File: src/rtl/trig_prescale_gate.sv
// Trigger prescale and dead-time gate: edge-detects coincidence triggers, prescales per channel,
// emits fixed-width accepted pulses and keeps raw/accepted/live/total scalers.
module trig_prescale_gate #(
  parameter int NCH         = 9,
  parameter int PS_WIDTH    = 16,
  parameter int OUT_STAGES  = 4,
  parameter int DEAD_CYCLES = 20,
  parameter int CNT_WIDTH   = 32
) (
  input  logic                    clk,
  input  logic                    rst,
  input  logic [NCH-1:0]          trig_in,
  input  logic [NCH-1:0]          ch_enable,
  input  logic [NCH*PS_WIDTH-1:0] ps_factor,
  input  logic                    busy_in,
  input  logic                    cnt_clr,
  input  logic [3:0]              cnt_sel,
  output logic [NCH-1:0]          trig_out,
  output logic                    trig_any,
  output logic                    dead,
  output logic [CNT_WIDTH-1:0]    cnt_raw,
  output logic [CNT_WIDTH-1:0]    cnt_acc,
  output logic [CNT_WIDTH-1:0]    live_cnt,
  output logic [CNT_WIDTH-1:0]    clk_cnt
);

  localparam int CYC_MAX = (OUT_STAGES > DEAD_CYCLES) ? OUT_STAGES : DEAD_CYCLES;
  localparam int CYC_W   = $clog2(CYC_MAX + 1);
  localparam logic [CYC_W-1:0] OUT_LAST  = CYC_W'(OUT_STAGES - 1);
  localparam logic [CYC_W-1:0] DEAD_LAST = CYC_W'(DEAD_CYCLES - 1);

  typedef enum logic [1:0] {IDLE, FIRE, DEAD, WAIT_BUSY} state_t;

  state_t               state_q, state_d;
  logic [CYC_W-1:0]     cyc_q, cyc_d;
  logic [NCH-1:0]       trig_q;
  logic [NCH-1:0]       pattern_q, pattern_d;
  logic [NCH-1:0]       trig_out_q, trig_out_d;
  logic                 trig_any_q;
  logic                 dead_q, dead_d;
  logic [PS_WIDTH-1:0]  pc_q  [NCH];
  logic [PS_WIDTH-1:0]  pc_d  [NCH];
  logic [CNT_WIDTH-1:0] raw_q [NCH];
  logic [CNT_WIDTH-1:0] raw_d [NCH];
  logic [CNT_WIDTH-1:0] acc_q [NCH];
  logic [CNT_WIDTH-1:0] acc_d [NCH];
  logic [CNT_WIDTH-1:0] live_cnt_q, live_cnt_d;
  logic [CNT_WIDTH-1:0] clk_cnt_q, clk_cnt_d;
  logic [CNT_WIDTH-1:0] rd_raw_q, rd_raw_d;
  logic [CNT_WIDTH-1:0] rd_acc_q, rd_acc_d;
  logic [NCH-1:0]       rise, pass;
  logic                 live;
  logic [PS_WIDTH-1:0]  ps_cur, eff_m1;

  // Prescale and scaler next-state; a clear overrides any coincident increment.
  always_comb begin
    rise   = trig_in & ~trig_q;
    live   = (state_q == IDLE) && !busy_in;
    pass   = '0;
    ps_cur = '0;
    eff_m1 = '0;
    for (int unsigned i = 0; i < NCH; i++) begin
      raw_d[i] = raw_q[i];
      acc_d[i] = acc_q[i];
      pc_d[i]  = pc_q[i];
      ps_cur   = ps_factor[i*PS_WIDTH +: PS_WIDTH];
      eff_m1   = (ps_cur == '0) ? '0 : ps_cur - PS_WIDTH'(1);
      if (rise[i] && live && ch_enable[i]) begin
        if (pc_q[i] >= eff_m1) begin
          pass[i] = 1'b1;
          pc_d[i] = '0;
        end else begin
          pc_d[i] = pc_q[i] + PS_WIDTH'(1);
        end
      end
      if (rise[i] && raw_q[i] != '1) raw_d[i] = raw_q[i] + CNT_WIDTH'(1);
      if (pass[i] && acc_q[i] != '1) acc_d[i] = acc_q[i] + CNT_WIDTH'(1);
      if (cnt_clr) begin
        raw_d[i] = '0;
        acc_d[i] = '0;
        pc_d[i]  = '0;
      end
    end
    live_cnt_d = (live && live_cnt_q != '1) ? live_cnt_q + CNT_WIDTH'(1) : live_cnt_q;
    clk_cnt_d  = (clk_cnt_q != '1) ? clk_cnt_q + CNT_WIDTH'(1) : clk_cnt_q;
    if (cnt_clr) begin
      live_cnt_d = '0;
      clk_cnt_d  = '0;
    end
    rd_raw_d = '0;
    rd_acc_d = '0;
    if (int'(cnt_sel) < NCH) begin
      rd_raw_d = raw_q[cnt_sel];
      rd_acc_d = acc_q[cnt_sel];
    end
  end

  always_comb begin
    state_d    = state_q;
    cyc_d      = cyc_q;
    pattern_d  = pattern_q;
    trig_out_d = '0;
    case (state_q)
      IDLE: if (pass != '0) begin
        state_d    = FIRE;
        pattern_d  = pass;
        cyc_d      = '0;
        trig_out_d = pass;
      end
      FIRE: begin
        trig_out_d = pattern_q;
        cyc_d      = cyc_q + CYC_W'(1);
        if (cyc_q == OUT_LAST) begin
          state_d    = DEAD;
          cyc_d      = '0;
          trig_out_d = '0;
        end
      end
      DEAD: begin
        cyc_d = cyc_q + CYC_W'(1);
        if (cyc_q == DEAD_LAST) begin
          state_d = busy_in ? WAIT_BUSY : IDLE;
          cyc_d   = '0;
        end
      end
      WAIT_BUSY: if (!busy_in) state_d = IDLE;
      default:   state_d = IDLE;
    endcase
    // Registered so that dead rises together with the first trig_out cycle.
    dead_d = (state_d != IDLE) || busy_in;
  end

  always_ff @(posedge clk) begin
    if (rst) begin
      state_q    <= IDLE;
      cyc_q      <= '0;
      trig_q     <= '0;
      pattern_q  <= '0;
      trig_out_q <= '0;
      trig_any_q <= 1'b0;
      dead_q     <= 1'b0;
      live_cnt_q <= '0;
      clk_cnt_q  <= '0;
      rd_raw_q   <= '0;
      rd_acc_q   <= '0;
      for (int unsigned i = 0; i < NCH; i++) begin
        pc_q[i]  <= '0;
        raw_q[i] <= '0;
        acc_q[i] <= '0;
      end
    end else begin
      state_q    <= state_d;
      cyc_q      <= cyc_d;
      trig_q     <= trig_in;
      pattern_q  <= pattern_d;
      trig_out_q <= trig_out_d;
      trig_any_q <= |trig_out_d;
      dead_q     <= dead_d;
      live_cnt_q <= live_cnt_d;
      clk_cnt_q  <= clk_cnt_d;
      rd_raw_q   <= rd_raw_d;
      rd_acc_q   <= rd_acc_d;
      for (int unsigned i = 0; i < NCH; i++) begin
        pc_q[i]  <= pc_d[i];
        raw_q[i] <= raw_d[i];
        acc_q[i] <= acc_d[i];
      end
    end
  end

  assign trig_out = trig_out_q;
  assign trig_any = trig_any_q;
  assign dead     = dead_q;
  assign cnt_raw  = rd_raw_q;
  assign cnt_acc  = rd_acc_q;
  assign live_cnt = live_cnt_q;
  assign clk_cnt  = clk_cnt_q;

endmodule

File: config.mk
export PLATFORM = sky130hd
export DESIGN_NAME = trig_prescale_gate
export DESIGN_NICKNAME = d
export VERILOG_FILES = /design/src/rtl/trig_prescale_gate.sv
export SDC_FILE = /design/constraint.sdc
export NUM_CORES = 2
export LEC_CHECK = 0
export CORE_UTILIZATION = 60
export DETAILED_ROUTE_END_ITERATION = 8
export GPL_TIMING_DRIVEN = 0
export PLACE_DENSITY = 0.81
export SLEW_MARGIN = 20
export SYNTH_ARGS = -nofsm -noshare
export SYNTH_HDL_FRONTEND = slang
export SYNTH_SLANG_ARGS = --single-unit
File: constraint.sdc
create_clock -name clk -period 6 [get_ports clk]
set_input_delay 0.6 -clock clk [delete_from_list [all_inputs] [get_ports clk]]
set_output_delay 0.6 -clock clk [all_outputs]
set_load 0.03 [all_outputs]
Word-level counts from Yosys, hierarchy flattened. Memory sizes are Yosys's and may differ from the RTL's. A register that Yosys moved wholly into a read port is not among the register bits. Cells that the tools add are included.

Register bits after elaboration: 100. Memories kept: 3. Memory bits (writable): 720.

Memories: acc_q (depth 9, width 32, read ports 10, clocked after Yosys merged registers in 1, write ports 9, line 45) `logic [CNT_WIDTH-1:0] acc_q [NCH];`; raw_q (depth 9, width 32, read ports 10, clocked after Yosys merged registers in 1, write ports 9, line 43) `logic [CNT_WIDTH-1:0] raw_q [NCH];`; pc_q (depth 9, width 16, read ports 9, clocked after Yosys merged registers in 0, write ports 9, line 41) `logic [PS_WIDTH-1:0] pc_q [NCH];`.

Add/subtract/negate cells: 39. Bitwise operators: 30. $lt $le $gt $ge: 10. Reduce and logical (&&, ||, !) cells: 58. Multiplexer cells: 133. Eq/ne operators: 26.

Operators with widths (count): 32-bit two-way mux (54); 16-bit two-way mux (45); 32-bit by 1-bit adder with 32-bit output (second input constant) (20); 32-bit != test (second input constant) (20); 16-bit by 1-bit adder with 16-bit output (second input constant) (9); 16-bit >= comparator (9); 16-bit logical NOT (9); 16-bit by 1-bit subtractor with 16-bit output (second input constant) (9); 1-bit logical AND (38); 1-bit bitwise OR (27); 1-bit two-way mux (21); 9-bit two-way mux (2); 9-bit one-hot mux with 2 select lines (1); 5-bit two-way mux (3); 5-bit one-hot mux with 3 select lines (1); 2-bit two-way mux (5); 9-bit AND (1); 9-bit NOT (1); 9-bit nonzero test (1); 9-bit OR reduction (1); 2-bit one-hot mux with 4 select lines (1); 5-bit by 1-bit adder with 5-bit output (second input constant) (1); 5-bit by 2-bit equality test with 1-bit output (second input constant) (1); 5-bit equality test (second input constant) (1); other kinds (12) (15).

Depth between registers and ports, before layout.
Depth in word-level cells: 10. Depth in mapped cells: 19. Depth with buffers taken out: 17.

Least setup slack after synthesis. Ideal clock, no wire load.

Path type: input to register. Start: input ps_factor[7]. End: register pattern_q[0]. Stages: 17. Path slack: 1.488 ns. Path buffers: 2. Required time: 5.930 ns. Arrival: 4.442 ns. Setup time: 0.070 ns. Path through: or3_1 > or4_1 > or3_1 > nor2_1 > nand4b_1 > clkbuf_1 > nand2_1 > ha_1 > a211oi_1 > o21ai_0 > a41oi_1 > o21ai_1 > a2111oi_0 > and3_1 > buf_2 > nand2_1 > a21oi_1.

Cells in the longest elaborated chain, start to end: 7. Elaborated cells between the ends (all ways): 8. Classes of those cells: add/sub: 1; order compare: 1; mux: 3; reduce/logical: 3.

Ends and longest elaborated chain: start, declared (line 14) `input logic [NCH*PS_WIDTH-1:0] ps_factor,`; 16-bit by 1-bit subtractor with 16-bit output / 16-bit logical NOT (equally long branches) (line 67) `eff_m1 = (ps_cur == '0) ? '0 : ps_cur - PS_WIDTH'(1);`; 16-bit two-way mux (*) (line 67); 16-bit >= comparator (*) (line 69) `if (pc_q[i] >= eff_m1) begin`; 1-bit two-way mux (*) (line 69); 1-bit two-way mux (*) (line 68) `if (rise[i] && live && ch_enable[i]) begin`; 9-bit nonzero test (line 104) `IDLE: if (pass != '0) begin`; 2-bit AND reduction (no line); end signal, assigned (line 155) `pattern_q <= pattern_d;`; end, declared (line 37) `logic [NCH-1:0] pattern_q, pattern_d;`.

Mark *: on every way between the ends. The rest lies on a longest branch, timed or not. A chain may end at the register's enable or synchronous reset.

==> metrics.txt <==
TritonCTS Buffers=between 90 and 100; Worst Reg2Reg Path Length in Cells=11; final wirelength=139 mm; CTS clk-pin slew, worst paths=0.06 ns; status=finished, final reports clean; share of the synthesized area in the top cell type=0.369; Chip Height=approximately 280 µm; routed wire length per instance=between 15 and 20 µm; PD cells=224 nW/µm²; row count=103; Psw=around 3.0 mW; Antenna Violating Nets Remaining=0; number of fill cells=just over 6000; drt pass-1 iters=6; worst ir drop on vdd=approximately 0.00022 V; Starting DRT DRC Count=between 3000 and 4000; clk sinks=just under 900; cell-internal power=between 9 and 10 mW; starting density of the core=0.607; area of the core=79100 µm²; Final Setup Violations=0; Clock Path Buffers=3; Post-synth EDFFs=0; Post-DP HPWL=106 mm; layout cell share with drive strength beyond 1=0.0541; Gate power share=0.057; Synth area leader=dfxtp_1; RSZ-0062 raised after global routing=false; Rel. slew slack=0.233; crit path max fanout=10; Cell Area, Synth=48000 µm²; period utilization=0.898; crit path DAT=~6 ns; maxcap violations=0; CP startpoint=ps_factor[52]; LEAKAGE=about 19 nW; die footprint=slightly above 80000 µm²; diodes inserted=0; first-pass GRT wire length=217 mm; Inst Count DP=between 7000 and 8000; Residual DRC=0; WHS Path Cells=3; Final GP Congestion=approximately 0.99; Main synth FF type=dfxtp_1; setup TNS=0 ns; Vias=~43000; Startpoint Class=input port; Hold Path Class=in2reg; DIE WIDTH=between 200 and 300 µm; hold buffer count at CTS=0; Slew Viols, Final=0; Async S/R FF share, synth=0; sequential fraction of design power=0.474; clk_lat worst skew=0.68 ns; actual slew at the worst max-slew pin=approximately 1.2 ns; final core occ=0.701; synth-to-layout area growth=15.6%; vias in the first global route=about 41000; worst hold start=busy_in; Sw Ratio=0.238; pin count of the biggest net entering global routing=15; clock root buffer=clkbuf_16; DR vias/cell=around 6.0; final net count=between 6000 and 7000; Final Hold Violating Endpoints=0; Fmax=about 190 MHz; yosys warns=0; post-CTS setup buffer count=0; Area contributors post-synth=dfxtp_1 (37%), xor2_1 (7.7%), nor2_1 (7.7%); io pins=309; # H-tree levels=3; Post-CTS Resized=0; multi-input logic area=around 29000 µm²; syn nets=~6000; Critical Path Sink Type=flip-flop; post-synthesis sequential area ratio=0.369; Critical Path RT=around 6.5 ns; Worst R2R Start=state_q[0]; Clock Skews=approximately 0.034 ns; GRT Util Overall=0.333; synth unique cells=between 70 and 80; part of the power in the clock network=0.469; Syn Area/Cell=~8.5 µm²; TritonCTS clock tree=built; initial antenna violation count=4; global route total overflow=0; Final min period=~5.4 ns; #FFs+latches synth=roughly 880; I/O Buffers=around 300; crit path kind=in2reg; Syn Inst Count=around 5700; storage element area=around 18000 µm²; Finished Layout Cells=slightly above 7000
-- layout make-up --
cell class / instances / share of cell area
flip-flops and latches: 884 / 0.319
clock inverters: 38 / 0.00773
inverters: 128 / 0.00866
well taps: 1050 / 0.0237
multi-input cells: 4440 / 0.523
repair buffers: 305 / 0.0549
clock buffers: 130 / 0.0478
plain buffers: 215 / 0.0151
-- routing by layer --
layer  up-vias  wire length, µm  GRT usage  share of wire
met5         -               34          0        0.00024
met1     20375            56100      0.425           0.40
met3       305            13400     0.0679          0.097
li1      20539                -          -              -
met2      1898            64600      0.555           0.47
met4         6             4720      0.125          0.034
-- worst max-delay path, cell delays in order --
cell,delay [ns]
clkdlybuf4s50_1,0.46
nor4_1,0.54
nand2_1,0.14
nor3_1,0.36
nand2_1,0.13
nor3_1,0.22
nand2b_1,0.10
nand3b_1,0.24
clkbuf_1,0.24
nand2_1,0.12
ha_1,0.14
nand2_1,0.06
nor3_1,0.27
o311ai_0,0.26
a31oi_2,0.77
nand4_1,0.46
buf_2,0.35
nor3_1,0.22
xnor2_1,0.15
nor2_1,0.05
-- worst paths after layout --
check / to / slack (ns)
worst min register to register: pattern_q[8] / 0.47
worst max-delay path: acc_q[3][31] / 0.61
worst max register to register: acc_q[1][27] / 2.05
worst min-delay path: dead / 0.33
-- metrics by stage --
step	total power, mW	hold WS, ns	setup slack, ns	instance area [µm²]
6_report	12.4	0.335	0.615	55500
3_5_place_dp	6.72	0.456	0.0137	52400
3_3_place_gp	6.71	0.442	-0.913	52400
4_1_cts	12.5	0.296	0.694	55500
2_1_floorplan	6.41	0.437	1.49	48000
5_1_grt	12.8	0.346	0.0255	55500
-- flip-flops by register name, indices dropped and copies added (netlist names) --
| name | count |
|---|---|
| raw_q | 288 |
| cnt_acc | 32 |
| pc_q | 144 |
| trig_out | 9 |
| clk_cnt | 32 |
| cyc_q | 5 |
| trig_q | 9 |
| state_q | 2 |
| pattern_q | 9 |
| trig_any | 1 |
| dead | 1 |
| cnt_raw | 32 |
| live_cnt | 32 |
| acc_q | 288 |
-- logic make-up after synthesis --
kind of cell	Yosys count	synth area share
xor+xnor	746	0.136
simple gates	2770	0.279
fa+ha+maj	195	0.0508
compound gates	529	0.0632
mux	200	0.0751
flops	884	0.369
buf+inv	343	0.0273
-- placed cells by master (no fill, tap or decap), drive strengths merged, types with 15 or more instances in the layout --
cell type,synthesis,routed
nor2,983,983
dfxtp,884,884
nand2,537,537
xor2,424,424
xnor2,322,322
clkdlybuf4s50,0,304
clkbuf,169,302
nand3,292,292
a21oi,253,253
ha,195,195
nand4,192,192
o21ai,156,156
nor3,145,145
or3,134,134
inv,128,132
and3,129,129
mux4,128,128
and4,95,95
mux2i,72,72
nor4,64,64
and2,53,53
nor2b,49,49
buf,46,44
a211oi,35,35
nand2b,26,26
or4,22,22
clkinv,0,18
a31oi,15,15
-- synthesized netlist by cell type (all sizes together), types with 95 or more instances --
cell type	number
clkbuf	169
nor2	983
nor3	145
inv	128
ha	195
dfxtp	884
or3	134
xnor2	322
and3	129
o21ai	156
nand2	537
nand3	292
and4	95
nand4	192
a21oi	253
xor2	424
mux4	128
-- power by group through the flow --
stage	Clock (mW)	Combinational, mW	Sequential [mW]
global route	6.11	0.771	5.89
global placement	0	0.690	6.02
CTS	5.85	0.707	5.89
finish	5.83	0.715	5.89
floorplan	0	0.378	6.03
detailed placement	0	0.703	6.02
(Power assumes the default switching activity.)
